<file path="src/rtl/seg_buf_arbiter_pkg.sv">
// Shared definitions for the seven-segment buffer arbiter: FSM states,
// register addresses, requester ids and the nibble-merge helper.
package seg_buf_arbiter_pkg;

  typedef enum logic {
    SEG_ST_IDLE  = 1'b0,
    SEG_ST_WRITE = 1'b1
  } seg_state_t;

  localparam logic SEG_ADDR_DATA  = 1'b0;
  localparam logic SEG_ADDR_BLINK = 1'b1;

  localparam logic SEG_REQ_CPU = 1'b0;
  localparam logic SEG_REQ_DBG = 1'b1;

  localparam int SEG_DIGITS = 8;

  function automatic logic [31:0] nibble_merge(input logic [31:0] cur,
                                               input logic [31:0] wdata,
                                               input logic [7:0]  wstrb);
    logic [31:0] res;
    res = cur;
    for (int i = 0; i < SEG_DIGITS; i++) begin
      if (wstrb[i]) res[4*i +: 4] = wdata[4*i +: 4];
    end
    return res;
  endfunction

endpackage

</file>
<file path="src/rtl/seg_blink_timer.sv">
// Free-running blink phase generator; phase flips every 2**DIV_W clocks.
// Only built when SEG_BLINK_EN is defined.
`ifdef SEG_BLINK_EN
module seg_blink_timer #(
  parameter int DIV_W = 24
) (
  input  logic clk,
  input  logic rst,
  output logic blink_phase
);

  logic [DIV_W-1:0] cnt;

  // Down-counter: the step from 1 to 0 is the wrap point of the period.
  always_ff @(posedge clk) begin
    if (rst) begin
      cnt         <= '0;
      blink_phase <= 1'b0;
    end else begin
      cnt <= cnt - 1'b1;
      if (cnt == DIV_W'(1)) blink_phase <= ~blink_phase;
    end
  end

endmodule
`endif

</file>
<file path="src/rtl/seg_buf_arbiter.sv">
// Round-robin write arbiter owning the 8-digit seven-segment hex buffer.
// Optional per-digit blinking is enabled with the SEG_BLINK_EN macro.
//
// state        | meaning
// SEG_ST_IDLE  | waiting for a request; grant decided here
// SEG_ST_WRITE | ready pulsed to the granted requester, write committed
module seg_buf_arbiter
  import seg_buf_arbiter_pkg::*;
#(
  parameter logic [31:0] RESET_VALUE = 32'h0000_0000,
  parameter int          BLINK_DIV_W = 24
) (
  input  logic        clk,
  input  logic        rst,
  input  logic        req0_valid,
  output logic        req0_ready,
  input  logic        req0_addr,
  input  logic [31:0] req0_wdata,
  input  logic [7:0]  req0_wstrb,
  input  logic        req1_valid,
  output logic        req1_ready,
  input  logic        req1_addr,
  input  logic [31:0] req1_wdata,
  input  logic [7:0]  req1_wstrb,
`ifdef SEG_BLINK_EN
  output logic [7:0]  digit_blank,
`endif
  output logic [31:0] disp_buffer,
  output logic        last_grant
);

  seg_state_t  state, state_nxt;
  logic        gnt, gnt_nxt;
  logic        commit;
  logic        w_addr;
  logic [31:0] w_data;
  logic [7:0]  w_strb;

  always_comb begin
    state_nxt = state;
    gnt_nxt   = gnt;
    case (state)
      SEG_ST_IDLE: begin
        if (req0_valid || req1_valid) begin
          state_nxt = SEG_ST_WRITE;
          if (req0_valid && req1_valid) gnt_nxt = ~last_grant;
          else                          gnt_nxt = req1_valid;
        end
      end
      SEG_ST_WRITE: state_nxt = SEG_ST_IDLE;
      default:      state_nxt = SEG_ST_IDLE;
    endcase
  end

  assign commit = (state == SEG_ST_WRITE);
  assign w_addr = gnt ? req1_addr  : req0_addr;
  assign w_data = gnt ? req1_wdata : req0_wdata;
  assign w_strb = gnt ? req1_wstrb : req0_wstrb;

  // Gated by rst so a write killed by reset never shows a handshake.
  assign req0_ready = commit && (gnt == SEG_REQ_CPU) && !rst;
  assign req1_ready = commit && (gnt == SEG_REQ_DBG) && !rst;

  always_ff @(posedge clk) begin
    if (rst) begin
      state       <= SEG_ST_IDLE;
      gnt         <= SEG_REQ_CPU;
      last_grant  <= SEG_REQ_DBG;
      disp_buffer <= RESET_VALUE;
    end else begin
      state <= state_nxt;
      gnt   <= gnt_nxt;
      if (commit) begin
        last_grant <= gnt;
        if (w_addr == SEG_ADDR_DATA)
          disp_buffer <= nibble_merge(disp_buffer, w_data, w_strb);
      end
    end
  end

`ifdef SEG_BLINK_EN
  logic [7:0] blink_mask;
  logic       blink_phase;

  seg_blink_timer #(.DIV_W(BLINK_DIV_W)) u_blink_timer (
    .clk        (clk),
    .rst        (rst),
    .blink_phase(blink_phase)
  );

  // Mask bit for digit i lives in the low bit of its nibble.
  always_ff @(posedge clk) begin
    if (rst) begin
      blink_mask  <= '0;
      digit_blank <= '0;
    end else begin
      if (commit && (w_addr == SEG_ADDR_BLINK)) begin
        for (int i = 0; i < SEG_DIGITS; i++) begin
          if (w_strb[i]) blink_mask[i] <= w_data[4*i];
        end
      end
      digit_blank <= blink_mask & {8{blink_phase}};
    end
  end
`else
  logic unused_cfg;
  assign unused_cfg = (BLINK_DIV_W > 0);
`endif

endmodule

</file>
<file path="config.mk">
export PLATFORM = sky130hd
export DESIGN_NAME = seg_buf_arbiter
export DESIGN_NICKNAME = d
export VERILOG_FILES = /design/src/rtl/seg_buf_arbiter_pkg.sv /design/src/rtl/seg_blink_timer.sv /design/src/rtl/seg_buf_arbiter.sv
export SDC_FILE = /design/constraint.sdc
export NUM_CORES = 1
export LEC_CHECK = 0
export ABC_AREA = 1
export BUFFER_PORTS_ARGS = -buffer_cell sky130_fd_sc_hd__clkbuf_2
export CAP_MARGIN = 20
export CORE_ASPECT_RATIO = 1.4
export CORE_MARGIN = 5
export CORE_UTILIZATION = 45
export DETAILED_ROUTE_END_ITERATION = 8
export PLACE_DENSITY = 0.91
export SYNTH_ARGS = -nofsm -noshare
export SYNTH_HDL_FRONTEND = slang
export SYNTH_HIERARCHICAL = 1
export SYNTH_SLANG_ARGS = --single-unit
</file>
<file path="constraint.sdc">
create_clock -name clk -period 3.1 [get_ports clk]
set_input_delay 0.155 -clock clk [delete_from_list [all_inputs] [get_ports clk]]
set_output_delay 0.155 -clock clk [all_outputs]
set_load 0.02 [all_outputs]
</file>
# ---- Word-level counts from Yosys, hierarchy flattened
# Index checks and enable logic that the tools add are counted.
dict set report classes {
  muxes 6
  n_bitwise 4
  reduce_logical 16
}
# cell count
set ops {}
lappend ops {{2-to-1 mux 32 bit} 1}
lappend ops {{AND reduction 3 bit} 8}
lappend ops {{2-to-1 mux 8 bit} 1}
lappend ops {{logical AND 1 bit} 5}
lappend ops {{NOT 1 bit} 4}
lappend ops {{2-to-1 mux 1 bit} 3}
lappend ops {{one-hot mux 1 bit (2 select lines)} 1}
lappend ops {{AND reduction 2 bit} 1}
lappend ops {{zero test 1 bit} 1}
lappend ops {{logical OR 1 bit} 1}
dict set report totals {
  ff_bits 35
  in_bits 86
  output_inout_bits 35
  word_cells 37
}

# ---- Logic depth before layout (Yosys ltp)
dict set report depth {
  word_depth 3
  ltp_mapped 8
  mapped_depth_nobuf 6
}

# ---- Worst setup path before layout
# Ideal clock, no wire load.
dict set report synth_path {
  path_type {flip-flop to output port}
  start {register gnt}
  end {output req0_ready}
  arrival_time_ps 1153
  required_time_ps 2945
  path_slack_ps 1792
  stages_incl_launch_ff 4
  path_cell_list {dfxtp_1 > buf_4 > buf_4 > nor3_1}
}
dict set report synth_via {
  elab_chain_len 3
}
# element line_no
set synth_lines {}
lappend synth_lines {{start, declared} seg_buf_arbiter.sv:33} ;# logic gnt, gnt_nxt;
lappend synth_lines {{start signal, assigned} seg_buf_arbiter.sv:72} ;# gnt <= gnt_nxt;
lappend synth_lines {{NOT 1 bit} seg_buf_arbiter.sv:61} ;# assign req0_ready = commit && (gnt == SEG_REQ_CPU) && !rst;
lappend synth_lines {{logical AND 1 bit (2 in series)} seg_buf_arbiter.sv:61}
lappend synth_lines {{end, declared} seg_buf_arbiter.sv:16} ;# output logic req0_ready,
# Every way passes these cells.

# ---- Worst setup path after layout
dict set report layout_path {
  start {register gnt}
  end {register disp_buffer[29]}
}
dict set report layout_via {
  elab_chain_len 3
  word_cells_on_any_way 5
  classes_between {mux (3); bitwise (1); reduce/logical (1)}
}
# element line_no
set layout_lines {}
lappend layout_lines {{2-to-1 mux 1 bit} seg_buf_arbiter.sv:56} ;# assign w_addr = gnt ? req1_addr : req0_addr;
lappend layout_lines {{NOT 1 bit (no source line)} --}
lappend layout_lines {{AND reduction 3 bit (no source line)} --}
lappend layout_lines {{end signal, assigned} seg_buf_arbiter.sv:76} ;# disp_buffer <= nibble_merge(disp_buffer, w_data, w_strb);
lappend layout_lines {{end, declared} seg_buf_arbiter.sv:28} ;# output logic [31:0] disp_buffer,
# Parallel ways exist; a longest one is shown, timed or not.
# A chain may end at the register's enable or synchronous reset.

==> impl_metrics.yaml <==
run_status:
  status: "finished clean"
clock_network:
  cts_setup_buffers: 0
  root_buffer: "clkbuf_8"
  cts_buffer_depth: 2
  insertion_delay_ps: 280
  cts_sinks: 35
  cts_resized: 0
  clk_pin_slew_ps: 70
  hold_buffers: 0
  cts_tree: "yes"
  cts_max_level: 2
  numCtsBuffers: 5
power:
  powerDensity_mw_per_mm2: 385
  vdd_drop_max_uv: 219
  p_leak_nw: 1.75
sta:
  final-max-slew-violation-count: 0
  setup-violations-final: 0
  fin_skew_ps: 5.41
  fin_crit_sh_pct: 57.9
  grt_setup_unrepaired: "false"
  finalWorstSetupSlack_ps: 1310
  fmax_mhz: 557
  min_period_ps: 1790
  finalHoldViolations: 0
  maxSlewHeadroom_pct: 29.6
  hold_ws_ps: 101
  worst_slew_pin_slew_ps: 1050
  setup_tns_ps: 0
logic_synthesis:
  yosys.area.top_type: "dfxtp_1"
  synthesis.area_mm2: 0.00213
  yosysMostFrequentCell: "nor2_1"
  yosysSeqAreaShare_pct: 32.9
  synth_edf_count: 0
  synth.avg_cell_area_um2: 5.56
  yosysUniqueCellTypes: 14
  synth-seq-cells: 35
  yosys-top-cells-count: "nor2_1 (98), nand2_1 (92), inv_1 (57)"
  synth_top_flop_cell: "dfxtp_1"
  synth_fp_nets: 469
  netlist_instances: 383
  async_flop_share_pct: 0
  yosysWarnings: 6
  synth_area_leaders: "dfxtp_1 (33%), nor2_1 (17%), nand2_1 (16%)"
  yosysTopAreaCellShare_pct: 32.9
global_route:
  grtUsageTotal_pct: 18.1
  antenna_found_initial: 0
  use_met1_pct: 19.1
  grt_pass1_wl_um: 9010
  grt_max_degree: 65
  use_met2_pct: 33.2
  grt_busiest_layer: "met2"
  grt_use_met3_pct: 4.69
  grt_pass1_vias: 2206
  grt-ovfl-total: 0
drt:
  drt-vias-per-instance: 4.49
  drc: 0
  ant_nets: 0
  firstDrtPassIters: 4
  vias: 2505
  drt-initial-drc-count: 83
  finalWirelength_um: 5780
  wl_per_cell_um: 10.4
worst_setup_path:
  start_kind: "register"
  rrSetupSlack_ps: 1310
  worstPathRequired_ps: 3260
  arrival_ps: 1960
  worst_r2r_endpoint: "disp_buffer[29]"
  worst_setup_path_end_kind: "register"
  reg2reg_depth: 6
  r2r-start: "gnt"
  cp_max_fo: 64
  critPathKind: "reg2reg"
min_path:
  hold_class: "in2reg"
  holdPathStages: 2
  hp-start: "rst"
  hold_path_end: "gnt"
place:
  io_buffers: 120
  post-place-ws_ps: 1330
  dp_cells: 550
  gp_congestion: 0.722
  dp_hpwl_um: 4580
floorplan:
  std_cell_rows: 29
  design.core.area_mm2: 0.00457
  dieArea_mm2: 0.00623
  die_height_um: 91.4
  io-pin-count: 121
  start_util_pct: 46.6
  die_w_um: 68.2
layout:
  nets: 581
  finalNonFillerCells: 558
  diodes: 0
  syn_to_final_growth_pct: 31.9
  final_layout_size_suffix_gt1_share_pct: 26.4
flow_run:
  cap_violations: 0
[worst max-delay path: stages, from the launching register on]
cell and delay (ps):
dfxtp_2 340, inv_2 130, nand3_1 100, nand2_2 770, nand3_1 170, nand2_1 110, nor2_1 50
[stage by stage]
step	util, %	total power [mW]	cell area (um^2)
2_1_floorplan	-	0.684	2130
3_3_place_gp	59.7	0.777	2730
3_5_place_dp	59.7	0.785	2730
4_1_cts	61.5	1.10	2810
5_1_grt	61.5	1.15	2810
6_report	61.5	1.08	2810
[metal layers]
metal / wire, um / share of wire [%]
met1: 2250 / 39
met2: 2910 / 50
met3: 524 / 9.1
met4: 99 / 1.7
met5: 0 / 0
[flip-flops by register name (all words and copies together) (netlist names)]
register and flops:
commit 1, disp_buffer 32, last_grant 1, gnt 1
[worst max-delay path by stage]
stage	startpoint	to	slack, ps	cells past startpoint
2_1_floorplan	gnt	req0_ready	1790	3
3_3_place_gp	gnt	disp_buffer[11]	1410	6
3_5_place_dp	gnt	disp_buffer[30]	1330	6
4_1_cts	gnt	disp_buffer[29]	1310	6
5_1_grt	gnt	disp_buffer[2]	1100	6
6_report	gnt	disp_buffer[29]	1310	6
[cells by family (layout without fill, tap and decap cells)]
logic type             count (synthesis)  count (layout)  synth area share [%]
DFF                                   35              35                  32.9
and+or+nand+nor                      228             228                  42.5
buffers and inverters                 86             199                  16.7
AOI/OAI and AO/OA                     34              34                  7.99
[cells in the final DEF, fill, tap and decap left out, drive strengths merged]
cell type | synthesis | layout
clkbuf | 0 | 127
nor2 | 98 | 98
nand2 | 93 | 93
inv | 58 | 58
nand3 | 36 | 36
dfxtp | 35 | 35
a21oi | 33 | 33
clkinv | 11 | 12
buf | 17 | 2
nor3 | 1 | 1
o21ai | 1 | 1
[report_power, final]
part           switching [mW]  internal, mW  leakage (nW)
clock network           0.151         0.158        0.0422
logic                   0.176         0.109          1.42
registers              0.0141         0.475         0.285
total                   0.341         0.741          1.75
[layout make-up]
type / instances / area [um^2]
Clock buffer: 7 / 76.3
Clock inverter: 1 / 5.00
Fill cell: 462 / 1760
Inverter: 69 / 259
Multi-Input combinational cell: 262 / 1070
Sequential cell: 35 / 702
Tap cell: 62 / 77.6
Timing Repair Buffer: 122 / 616
(Power assumes the default switching activity.)
